File: src/rtl/conv2d_pkg.sv
`default_nettype none
// ============================================================================
// Module   : conv2d_pkg
// Purpose  : Shared types and constants for the conv2d input-side feeder.
// Revision : 1.0 - initial release
// ============================================================================
package conv2d_pkg;

   localparam int            DW      = 32;
   localparam logic [DW-1:0] FP_ZERO = 32'h0;

   localparam int ERR_PSUM_UNDERRUN = 0;
   localparam int ERR_OUT_COUNT     = 1;

   typedef enum logic [2:0] {
      ST_IDLE   = 3'd0,
      ST_PARAM  = 3'd1,
      ST_SETTLE = 3'd2,
      ST_STREAM = 3'd3,
      ST_DRAIN  = 3'd4,
      ST_DONE   = 3'd5
   } state_t;

endpackage
`default_nettype wire

File: src/rtl/conv2d_feeder_if.sv
`default_nettype none
// ============================================================================
// Module   : conv2d_feeder_if
// Purpose  : Source pixel, partial-sum and output sink streams of the feeder.
// Revision : 1.0 - initial release
// ============================================================================
interface conv2d_feeder_if;
   import conv2d_pkg::*;

   logic          src_valid;
   logic [DW-1:0] src_data;
   logic          src_ready;
   logic          psum_valid;
   logic [DW-1:0] psum_data;
   logic          psum_ready;
   logic          dst_valid;
   logic [DW-1:0] dst_data;

   modport master (
      output src_valid, src_data, psum_valid, psum_data,
      input  src_ready, psum_ready, dst_valid, dst_data
   );

   modport slave (
      input  src_valid, src_data, psum_valid, psum_data,
      output src_ready, psum_ready, dst_valid, dst_data
   );

endinterface
`default_nettype wire

File: src/rtl/conv2d_psum_fifo.sv
`default_nettype none
// ============================================================================
// Module   : conv2d_psum_fifo
// Purpose  : Show-ahead synchronous FIFO prefetching partial sums for the core.
// Revision : 1.0 - initial release
// ============================================================================
module conv2d_psum_fifo
   import conv2d_pkg::*;
#(
   parameter int DEPTH = 16
) (
   input  wire logic          clk,
   input  wire logic          rst_n,
   input  wire logic          i_flush,
   input  wire logic          i_push,
   input  wire logic [DW-1:0] i_wr_data,
   input  wire logic          i_pop,
   output logic      [DW-1:0] o_rd_data,
   output logic               o_full,
   output logic               o_empty
);

   localparam int AW = $clog2(DEPTH);

   logic [DW-1:0] r_mem [DEPTH];
   logic [AW:0]   r_wr_ptr;
   logic [AW:0]   r_rd_ptr;
   logic          w_push;
   logic          w_pop;

   // Extra pointer bit distinguishes full from empty when the indices match.
   assign o_empty   = (r_wr_ptr == r_rd_ptr);
   assign o_full    = (r_wr_ptr[AW] != r_rd_ptr[AW]) &&
                      (r_wr_ptr[AW-1:0] == r_rd_ptr[AW-1:0]);
   assign w_push    = i_push && !o_full;
   assign w_pop     = i_pop && !o_empty;
   assign o_rd_data = r_mem[r_rd_ptr[AW-1:0]];

   always_ff @(posedge clk or negedge rst_n) begin
      if (!rst_n) begin
         r_wr_ptr <= '0;
         r_rd_ptr <= '0;
      end else if (i_flush) begin
         r_wr_ptr <= '0;
         r_rd_ptr <= '0;
      end else begin
         if (w_push) r_wr_ptr <= r_wr_ptr + 1'b1;
         if (w_pop)  r_rd_ptr <= r_rd_ptr + 1'b1;
      end
   end

   always_ff @(posedge clk) begin
      if (w_push && !i_flush) r_mem[r_wr_ptr[AW-1:0]] <= i_wr_data;
   end

endmodule
`default_nettype wire

File: src/rtl/conv2d_feeder.sv
`default_nettype none
// ============================================================================
// Module   : conv2d_feeder
// Purpose  : Programs conv2d_core, streams one channel frame and partial sums.
//            Optional stall counter enabled by CONV2D_FEEDER_STATS_EN.
// Revision : 1.0 - initial release
// ============================================================================
module conv2d_feeder
   import conv2d_pkg::*;
#(
   parameter int C_WIDTH  = 9,
   parameter int PF_DEPTH = 16
) (
   input  wire logic               clk,
   input  wire logic               rst_n,
   input  wire logic               cfg_start,
   input  wire logic [C_WIDTH-1:0] cfg_width_in,
   input  wire logic [C_WIDTH-1:0] cfg_height_in,
   input  wire logic               cfg_first,
   output logic                    busy,
   output logic                    done,
   output logic      [1:0]         err,
   conv2d_feeder_if.slave          strm,
   output logic                    param_ena,
   output logic      [C_WIDTH-1:0] param_width_in,
   output logic      [C_WIDTH-1:0] param_height_out,
   output logic                    pxl_ena_x,
   output logic      [DW-1:0]      pxl_x,
   input  wire logic               pxl_ena_y,
   output logic      [DW-1:0]      pxl_y,
   input  wire logic               pxl_ena_z,
   input  wire logic [DW-1:0]      pxl_z,
`ifdef CONV2D_FEEDER_STATS_EN
   output logic      [31:0]        stat_stall,
`endif
   input  wire logic               pxl_ovr
);

   localparam int             CW2   = 2 * C_WIDTH;
   localparam logic [CW2-1:0] c_one = CW2'(1);

   state_t             r_state, w_state_nxt;
   logic [C_WIDTH-1:0] r_width, r_height, r_param_height;
   logic               r_first, r_settle;
   logic [CW2-1:0]     r_x_cnt, r_z_cnt, w_x_cnt_nxt, w_z_cnt_nxt;
   logic [CW2-1:0]     w_x_total, w_z_total;
   logic [1:0]         r_err;
   logic               r_pxl_ena_x, r_dst_valid;
   logic [DW-1:0]      r_pxl_x, r_pxl_y, r_dst_data;
   logic               w_busy, w_start, w_src_ready, w_src_acc, w_abort;
   logic               w_psum_ready, w_pop, w_underrun, w_enter_done;
   logic [DW-1:0]      w_fifo_data;
   logic               w_fifo_full, w_fifo_empty;

   assign w_busy      = (r_state != ST_IDLE);
   assign w_start     = cfg_start && !w_busy;
   assign w_x_total   = CW2'(r_width) * CW2'(r_height);
   assign w_z_total   = CW2'(r_width - C_WIDTH'(2)) * CW2'(r_param_height);
   assign w_src_ready = (r_state == ST_STREAM) && (r_x_cnt < w_x_total) && !pxl_ovr;
   assign w_src_acc   = w_src_ready && strm.src_valid;
   // End-of-frame while pixels are still owed means the core gave up early.
   assign w_abort     = (r_state == ST_STREAM) && pxl_ovr && (r_x_cnt < w_x_total);
   assign w_x_cnt_nxt = r_x_cnt + (w_src_acc ? c_one : '0);
   assign w_z_cnt_nxt = r_z_cnt + ((pxl_ena_z && w_busy) ? c_one : '0);
   assign w_psum_ready = !w_fifo_full && !r_first && !w_abort &&
                         ((r_state == ST_SETTLE) || (r_state == ST_STREAM) ||
                          (r_state == ST_DRAIN));
   assign w_pop        = pxl_ena_y && w_busy && !r_first && !w_fifo_empty;
   assign w_underrun   = pxl_ena_y && w_busy && !r_first && w_fifo_empty;
   assign w_enter_done = (w_state_nxt == ST_DONE) && (r_state != ST_DONE);

   always_comb begin
      w_state_nxt = r_state;
      case (r_state)
         ST_IDLE:   if (w_start) w_state_nxt = ST_PARAM;
         ST_PARAM:  w_state_nxt = ST_SETTLE;
         ST_SETTLE: if (r_settle) w_state_nxt = ST_STREAM;
         ST_STREAM: begin
            if (pxl_ovr)                       w_state_nxt = ST_DONE;
            else if (w_x_cnt_nxt == w_x_total) w_state_nxt = ST_DRAIN;
         end
         ST_DRAIN:  if (pxl_ovr) w_state_nxt = ST_DONE;
         ST_DONE:   w_state_nxt = ST_IDLE;
         default:   w_state_nxt = ST_IDLE;
      endcase
   end

   always_ff @(posedge clk or negedge rst_n) begin
      if (!rst_n) r_state <= ST_IDLE;
      else        r_state <= w_state_nxt;
   end

   always_ff @(posedge clk or negedge rst_n) begin
      if (!rst_n) begin
         r_width        <= '0;
         r_height       <= '0;
         r_param_height <= '0;
         r_first        <= 1'b0;
         r_settle       <= 1'b0;
         r_x_cnt        <= '0;
         r_z_cnt        <= '0;
         r_err          <= '0;
      end else begin
         r_settle <= (r_state == ST_SETTLE) ? !r_settle : 1'b0;
         if (w_start) begin
            r_width        <= cfg_width_in;
            r_height       <= cfg_height_in;
            r_param_height <= cfg_height_in - C_WIDTH'(2);
            r_first        <= cfg_first;
            r_x_cnt        <= '0;
            r_z_cnt        <= '0;
            r_err          <= '0;
         end else begin
            r_x_cnt <= w_x_cnt_nxt;
            r_z_cnt <= w_z_cnt_nxt;
            if (w_underrun) r_err[ERR_PSUM_UNDERRUN] <= 1'b1;
            if (w_enter_done && (w_z_cnt_nxt != w_z_total)) r_err[ERR_OUT_COUNT] <= 1'b1;
         end
      end
   end

   always_ff @(posedge clk or negedge rst_n) begin
      if (!rst_n) begin
         r_pxl_ena_x <= 1'b0;
         r_pxl_x     <= '0;
         r_pxl_y     <= FP_ZERO;
         r_dst_valid <= 1'b0;
         r_dst_data  <= '0;
      end else begin
         r_pxl_ena_x <= w_src_acc;
         r_dst_valid <= pxl_ena_z;
         if (w_src_acc)           r_pxl_x    <= strm.src_data;
         if (pxl_ena_z)           r_dst_data <= pxl_z;
         if (pxl_ena_y && w_busy) r_pxl_y    <= w_pop ? w_fifo_data : FP_ZERO;
      end
   end

   conv2d_psum_fifo #(
      .DEPTH (PF_DEPTH)
   ) u_psum_fifo (
      .clk       (clk),
      .rst_n     (rst_n),
      .i_flush   (w_abort),
      .i_push    (strm.psum_valid && w_psum_ready),
      .i_wr_data (strm.psum_data),
      .i_pop     (w_pop),
      .o_rd_data (w_fifo_data),
      .o_full    (w_fifo_full),
      .o_empty   (w_fifo_empty)
   );

`ifdef CONV2D_FEEDER_STATS_EN
   logic [31:0] r_stat_stall;

   always_ff @(posedge clk or negedge rst_n) begin
      if (!rst_n)                                             r_stat_stall <= '0;
      else if (w_start)                                       r_stat_stall <= '0;
      else if (w_src_ready && !strm.src_valid && !(&r_stat_stall)) r_stat_stall <= r_stat_stall + 32'd1;
   end

   assign stat_stall = r_stat_stall;
`endif

   assign busy             = w_busy;
   assign done             = (r_state == ST_DONE);
   assign err              = r_err;
   assign param_ena        = (r_state == ST_PARAM);
   assign param_width_in   = r_width;
   assign param_height_out = r_param_height;
   assign pxl_ena_x        = r_pxl_ena_x;
   assign pxl_x            = r_pxl_x;
   assign pxl_y            = r_pxl_y;
   assign strm.src_ready   = w_src_ready;
   assign strm.psum_ready  = w_psum_ready;
   assign strm.dst_valid   = r_dst_valid;
   assign strm.dst_data    = r_dst_data;

endmodule
`default_nettype wire

File: src/flat_wrapper.sv
// flat-port wrapper written by rule: the top's interface ports become plain ports
module conv2d_feeder_flat import conv2d_pkg::*;
#(
   parameter int C_WIDTH  = 9,
   parameter int PF_DEPTH = 16
)
  (clk, rst_n, cfg_start, cfg_width_in, cfg_height_in, cfg_first, busy, done, err, param_ena, param_width_in, param_height_out, pxl_ena_x, pxl_x, pxl_ena_y, pxl_y, pxl_ena_z, pxl_z, pxl_ovr, strm_src_valid, strm_src_data, strm_psum_valid, strm_psum_data, strm_src_ready, strm_psum_ready, strm_dst_valid, strm_dst_data);
  conv2d_feeder_if strm_i ();
  input  wire logic clk;
  input  wire logic rst_n;
  input  wire logic cfg_start;
  input  wire logic [C_WIDTH-1:0] cfg_width_in;
  input  wire logic [C_WIDTH-1:0] cfg_height_in;
  input  wire logic cfg_first;
  output logic busy;
  output logic done;
  output logic      [1:0] err;
  output logic param_ena;
  output logic      [C_WIDTH-1:0] param_width_in;
  output logic      [C_WIDTH-1:0] param_height_out;
  output logic pxl_ena_x;
  output logic      [DW-1:0] pxl_x;
  input  wire logic pxl_ena_y;
  output logic      [DW-1:0] pxl_y;
  input  wire logic pxl_ena_z;
  input  wire logic [DW-1:0] pxl_z;
  input  wire logic pxl_ovr;
  input wire logic [$bits(strm_i.src_valid)-1:0] strm_src_valid;
  input wire logic [$bits(strm_i.src_data)-1:0] strm_src_data;
  input wire logic [$bits(strm_i.psum_valid)-1:0] strm_psum_valid;
  input wire logic [$bits(strm_i.psum_data)-1:0] strm_psum_data;
  output wire logic [$bits(strm_i.src_ready)-1:0] strm_src_ready;
  output wire logic [$bits(strm_i.psum_ready)-1:0] strm_psum_ready;
  output wire logic [$bits(strm_i.dst_valid)-1:0] strm_dst_valid;
  output wire logic [$bits(strm_i.dst_data)-1:0] strm_dst_data;
  assign strm_i.src_valid = strm_src_valid;
  assign strm_i.src_data = strm_src_data;
  assign strm_i.psum_valid = strm_psum_valid;
  assign strm_i.psum_data = strm_psum_data;
  assign strm_src_ready = strm_i.src_ready;
  assign strm_psum_ready = strm_i.psum_ready;
  assign strm_dst_valid = strm_i.dst_valid;
  assign strm_dst_data = strm_i.dst_data;
  conv2d_feeder #(.C_WIDTH(C_WIDTH), .PF_DEPTH(PF_DEPTH)) u_core (.clk(clk), .rst_n(rst_n), .cfg_start(cfg_start), .cfg_width_in(cfg_width_in), .cfg_height_in(cfg_height_in), .cfg_first(cfg_first), .busy(busy), .done(done), .err(err), .strm(strm_i), .param_ena(param_ena), .param_width_in(param_width_in), .param_height_out(param_height_out), .pxl_ena_x(pxl_ena_x), .pxl_x(pxl_x), .pxl_ena_y(pxl_ena_y), .pxl_y(pxl_y), .pxl_ena_z(pxl_ena_z), .pxl_z(pxl_z), .pxl_ovr(pxl_ovr));
endmodule
File: config.mk
export PLATFORM = sky130hd
export DESIGN_NAME = conv2d_feeder_flat
export DESIGN_NICKNAME = d
export VERILOG_FILES = /design/src/rtl/conv2d_pkg.sv /design/src/rtl/conv2d_feeder_if.sv /design/src/rtl/conv2d_psum_fifo.sv /design/src/rtl/conv2d_feeder.sv /design/src/flat_wrapper.sv
export SDC_FILE = /design/constraint.sdc
export NUM_CORES = 1
export LEC_CHECK = 0
export CAP_MARGIN = 15
export CORE_MARGIN = 2
export CORE_UTILIZATION = 60
export CTS_CLUSTER_SIZE = 12
export DETAILED_ROUTE_END_ITERATION = 12
export PLACE_DENSITY = 0.92
export SLEW_MARGIN = 20
export SYNTH_ARGS = -nofsm -noshare
export SYNTH_HDL_FRONTEND = slang
export SYNTH_SLANG_ARGS = --single-unit
File: constraint.sdc
create_clock -name clk -period 16.1 [get_ports clk]
set_clock_uncertainty 0.15 [all_clocks]
set_input_delay 2.415 -clock clk [delete_from_list [all_inputs] [get_ports clk]]
set_output_delay 2.415 -clock clk [all_outputs]
set_load 0.005 [all_outputs]
Word level (Yosys, flattened, before mapping). Memories as Yosys holds them, arrays and structs flattened. Index checks and enable logic that the tools add are counted.

$add $sub $neg: 6. Multiply operators: 2. Order comparisons: 1. Eq/ne operators: 12. Muxes and demuxes: 21. Reductions and logical operators: 36.

Operators with widths (number): $add 18x18->18 (2); $mux 18 (2); $mux 32 (1); $logic_and 1x1->1 (21); $mux 5 (4); $eq 18x18->1 (1); $lt 18x18->1 (1); $mul 18x9->18 (1); $mul 9x9->18 (1); $ne 18x18->1 (1); $mux 3 (5); $pmux 3 s5 (1); $add 5x1->5 const B (2); $sub 9x2->10 const B (1); $eq 3x3->1 const B (3); $sub 9x2->9 const B (1); $reduce_bool 2->1 (4); $logic_not 1->1 (7); $mux 1 (7); $eq 3x2->1 const B (2); $eq 5x5->1 (1); $eq 4x4->1 (1); $eq 3x1->1 const B (1); $logic_not 3->1 (1); 5 further kinds (6).

Register bits after elaboration: 178. RAM bits: 512. Input bits: 123. Output and inout port bits: 123. Logic and storage cells: 96. Memories: 1.

Memories: u_core.u_psum_fifo.r_mem (depth 16, width 32, rd ports 1, clocked after memory_dff 0, wr ports 1, RTL line conv2d_psum_fifo.sv:25) `logic [DW-1:0] r_mem [DEPTH];`.

Depth between registers and ports, before layout.
Depth in word-level cells: 16. Gate-level depth with buffers: 37. Gate-level depth less buffers: 34.

Modules after synthesis. From an unflattened synthesis, not the netlist that was laid out.

Cells, all modules: 2152. Area total of the unflattened synthesis: 33875.0 µm².

By module, submodules not included: conv2d_psum_fifo (instances 1, cells an instance 805, area each 20046.7 µm², seq. area each 15625.0 µm²); conv2d_feeder (instances 1, cells an instance 1347, area each 13828.3 µm², seq. area each 4179.0 µm²).

Least setup slack after synthesis. Ideal clock, no wire load.

Path kind: register to register. Start: register u_core.r_width[1] (netlist: u_core.param_width_in[1]). End: memory u_core.u_psum_fifo.r_mem[3][0] (enable). Setup time: 461 ps. Arrival: 7558 ps. Data required time: 15489 ps. Path slack: 7931 ps. Cell stages (with the launch flop): 25. Path buffers: 2. Clock period less this slack: 8169 ps. Path through: dfrtp_1 clkbuf_1 buf_1 nand2_1 fa_1 fa_1 inv_1 fa_1 inv_1 fa_1 inv_1 ha_1 nor4_1 o21ai_0 a2111oi_0 nor3b_1 ha_1 nand4_1 nor3_1 o21ai_0 a21oi_1 o21ai_1 a21oi_1 nand2_1 nor3_1.

Longest elaborated chain between the ends: 11.

Ends and longest elaborated chain: from (decl) (RTL line conv2d_feeder.sv:43) `logic [C_WIDTH-1:0] r_width, r_height, r_param_height;`; from (signal assigned) (RTL line conv2d_feeder.sv:106) `r_width <= cfg_width_in;`; $mul 9x9->18 (*) (RTL line conv2d_feeder.sv:57) `assign w_x_total = CW2'(r_width) * CW2'(r_height);`; $lt 18x18->1 (*) (RTL line conv2d_feeder.sv:62) `assign w_abort = (r_state == ST_STREAM) && pxl_ovr && (r_x_cnt < w_x_total);`; $logic_and 1x1->1 (*) (RTL line conv2d_feeder.sv:62); $logic_not 1->1 (*) (RTL line conv2d_psum_fifo.sv:53, conv2d_feeder.sv:65); $logic_and 1x1->1 (2 in a row) (RTL line conv2d_feeder.sv:65) `assign w_psum_ready = !w_fifo_full && !r_first && !w_abort &&`; $logic_and 1x1->1 (RTL line conv2d_feeder.sv:144) `.i_push (strm.psum_valid && w_psum_ready),`; $logic_and 1x1->1 (RTL line conv2d_psum_fifo.sv:35) `assign w_push = i_push && !o_full;`; $logic_and 1x1->1 (*) (RTL line conv2d_psum_fifo.sv:53) `if (w_push && !i_flush) r_mem[r_wr_ptr[AW-1:0]] <= i_wr_data;`; $mux 1 (*) (RTL line conv2d_psum_fifo.sv:53); $mux 1 (not written as such) (*) (RTL line conv2d_psum_fifo.sv:53); to (decl) (RTL line conv2d_psum_fifo.sv:25).

Mark *: on every way between the ends. The rest lies on a longest branch, timed or not.

Worst setup path in the final report.
Start: register u_core.r_width[1] (netlist: u_core.param_width_in[1]). End: output port strm_psum_ready.

Longest elaborated chain between the ends: 6.

Ends and longest elaborated chain: $mul 9x9->18 (RTL line conv2d_feeder.sv:57); $lt 18x18->1 (RTL line conv2d_feeder.sv:62); $logic_and 1x1->1 (RTL line conv2d_feeder.sv:62); $logic_not 1->1 (RTL line conv2d_feeder.sv:65); $logic_and 1x1->1 (2 in a row) (RTL line conv2d_feeder.sv:65); to (decl) (RTL line flat_wrapper.sv:33) `output wire logic [$bits(strm_i.psum_ready)-1:0] strm_psum_ready;`.

No other way between the ends.

==> results.py <==
metrics = {
    "die": {
        "die_h_um": 239.4,
        "die-area_um2": 57320,
        "chipWidth_um": 239.4,
        "start_util_pct": 60.48,
        "core-area_um2": 54990,
        "fp-row-count": 86,
        "io_pins": 246,
    },
    "placed_design": {
        "place_congestion": 0.8604,
        "hpwl_um": 48520,
        "dp.cells": 3033,
        "portBuffers": 245,
        "place_ws_ns": 6.691,
    },
    "global_route": {
        "antenna_found_initial": 3,
        "overflow": 0,
        "grt_util_all_layers_pct": 30.05,
        "grt_max_degree": 117,
        "grt_pass1_vias": 20750,
        "grt_pass1_wl_um": 126600,
    },
    "setup_path": {
        "start_kind": "flop",
        "worstPathRequired_ns": 13.54,
        "crit_arrival_ns": 7.66,
        "crit_fanout": 21,
        "critical_path_class": "reg -> out",
        "critPathCaptureType": "output pin",
    },
    "cells_and_area": {
        "fill_cells": 3315,
        "fin_cells": 3171,
        "syn_to_final_growth_pct": 16.50,
        "layout_common_cells": "edfxtp_1, clkdlybuf4s50_1, inv_1",
        "final_layout_size_suffix_gt1_share_pct": 15.45,
        "nets": 2699,
        "final_common_cell": "edfxtp_1",
    },
    "timing": {
        "max_slew.worst_pin.slew_ns": 1.163,
        "slew_headroom_pct": 22.49,
        "setup_violations": 0,
        "finalCritPeriodShare_pct": 63.54,
        "fin_crit_ns": 10.23,
        "rsz0062_at_grt": "no",
        "tns_ns": 0,
        "maxSlewViolCount": 0,
        "fmax_ghz": 0.09776,
        "hold_violations": 0,
        "worst_slack_ns": 5.871,
    },
    "routing": {
        "vias": 19610,
        "first_iter_violations": 2062,
        "drt_pass1_iterations": 7,
        "wl_per_cell_um": 26.57,
        "ant_nets": 0,
        "wl_um": 84270,
        "drc": 0,
        "via_per_inst": 6.183,
    },
    "pwr": {
        "ir_drop_uv": 387.0,
        "leakagePower_uw": 0.01442,
        "powerDensity_nw_per_um2": 237.3,
    },
    "cts": {
        "cts_setup_buffers": 0,
        "ctsResizeCount": 0,
        "postCtsHoldBufs": 0,
        "path_clk_slew_ns": 0.06,
        "cts_tree": "yes",
        "cts-root-buf": "clkbuf_16",
        "cts_sinks": 689,
        "clockBufferDepth": 3,
        "clk_latency_ns": 0.63,
        "numCtsBuffers": 71,
        "htree_levels": 3,
    },
    "yosys": {
        "syn_area_per_cell_um2": 15.71,
        "synth_edf_count": 512,
        "postSynthCellCount": 2117,
        "synth_seq_area_share_pct": 59.55,
        "synth_seq_cells": 689,
        "syn-num-nets": 2455,
        "synth_ff_type": "edfxtp_1",
        "yosys_warnings": 0,
        "synth.distinct_cells": 66,
        "syn-cell-area_um2": 33250,
        "async_reset_ff_share_pct": 25.69,
    },
    "status": {
        "status": "finished clean",
    },
    "job": {
        "max-cap-violations": 0,
    },
    "hold_path": {
        "hold_path_class": "reg -> reg",
    },
}
per-layer routing:
metal	global-route usage [%]	wire, µm
met1	37.62	29980
met4	11.97	2623
met5	0	0
met3	5.970	6998
met2	51.86	44670
path summary, 6_finish.rpt:
check / slack [ns] / cells after the start / startpoint / end
min in group asynchronous: 1.55 / 1 / rst_n / u_core.param_height_out[8]
max in group asynchronous: 12.96 / 2 / rst_n / u_core.u_psum_fifo.r_rd_ptr[0]
worst min register to register: 0.33 / 1 / u_core.r_settle / u_core.r_settle
worst max-delay path: 5.87 / 22 / u_core.param_width_in[1] / strm_psum_ready
worst max register to register: 6.78 / 32 / u_core.param_width_in[1] / u_core.r_state[0]
worst min-delay path: 0.33 / 1 / u_core.r_settle / u_core.r_settle
Yosys cell counts (23+ instances only):
library cell / instances / area (µm²)
dfrtp_1: 177 / 4429
xnor2_1: 78 / 683.2
and2_1: 80 / 500.5
nor2_1: 73 / 274.0
xor2_1: 41 / 359.1
fa_1: 123 / 2462
nand2_1: 132 / 495.5
mux2_2: 63 / 709.4
inv_1: 181 / 679.4
nand3_1: 23 / 115.1
mux4_2: 160 / 3603
edfxtp_1: 512 / 15370
nor2b_1: 59 / 369.1
clkbuf_1: 72 / 270.3
ha_1: 92 / 1151
o21ai_0: 28 / 140.1
a22o_1: 32 / 280.3
stage by stage:
stage | utilization [%] | instance area, µm² | power, µW | hold slack, ns
final | 70.46 | 38740 | 9192 | 0.3331
after global routing | 70.46 | 38740 | 9909 | 0.3534
after CTS | 70.24 | 38620 | 9193 | 0.3284
after detailed placement | 66.26 | 36430 | 7499 | 0.2981
after global placement | 66.19 | 36390 | 7315 | 0.2716
after floorplan | - | 33250 | 6206 | 0.2599
state kept, by name, indices dropped and copies added, names as in the netlist:
register                     flops
u_core.u_psum_fifo.r_mem       512
u_core.pxl_x                    32
u_core.pxl_y                    32
u_core.strm.dst_data            32
u_core.r_x_cnt                  18
u_core.r_z_cnt                  18
u_core.param_height_out          9
u_core.param_width_in            9
u_core.r_height                  8
u_core.u_psum_fifo.r_rd_ptr      5
u_core.u_psum_fifo.r_wr_ptr      5
u_core.r_state                   3
u_core.err                       2
u_core.pxl_ena_x                 1
u_core.r_first                   1
u_core.r_settle                  1
u_core.strm.dst_valid            1
critical path: stages, from the launching register on:
cell	delay, ns
dfrtp_1	0.81
nand2_1	0.16
fa_1	0.51
fa_1	0.49
inv_1	0.07
fa_1	0.52
inv_1	0.08
fa_1	0.49
inv_1	0.04
ha_1	0.22
nor4_1	0.30
o21ai_0	0.21
a2111oi_0	0.46
nor3b_1	0.14
ha_1	0.31
nand4_1	0.11
nor3_1	0.18
o21ai_0	0.11
a21oi_1	0.14
o21ai_1	0.12
and2_1	0.34
nor3b_1	0.60
clkdlybuf4s50_1	0.62
cells by family (layout without fill, tap and decap cells):
family,Yosys count,after routing,share of synthesized area [%]
flops,689,689,59.55
compound gates,126,126,2.645
other cells,0,3,0
fa+ha+maj,215,215,10.87
buf+inv,274,577,3.255
mux,230,230,13.21
simple gates,461,461,7.145
xor+xnor,122,122,3.326
final cells by class:
class	instances	area, µm²	area share, %
clock buffers	119	2027	5.232
diodes	3	7.507	0.01938
multi-input cells	1154	12450	32.12
well taps	748	935.9	2.416
inverters	181	679.4	1.754
repair buffers	264	2669	6.889
clock inverters	13	163.9	0.4231
flip-flops and latches	689	19810	51.14
power breakdown:
part           total [µW]  switching (µW)  internal [µW]  leakage, µW
sequential           2360             259           2100      0.00684
clock                1590             721            871      0.00104
combinational        5240            2770           2480      0.00654
total                9190            3740           5450       0.0144
No activity file was read; power rests on OpenSTA's default activity.
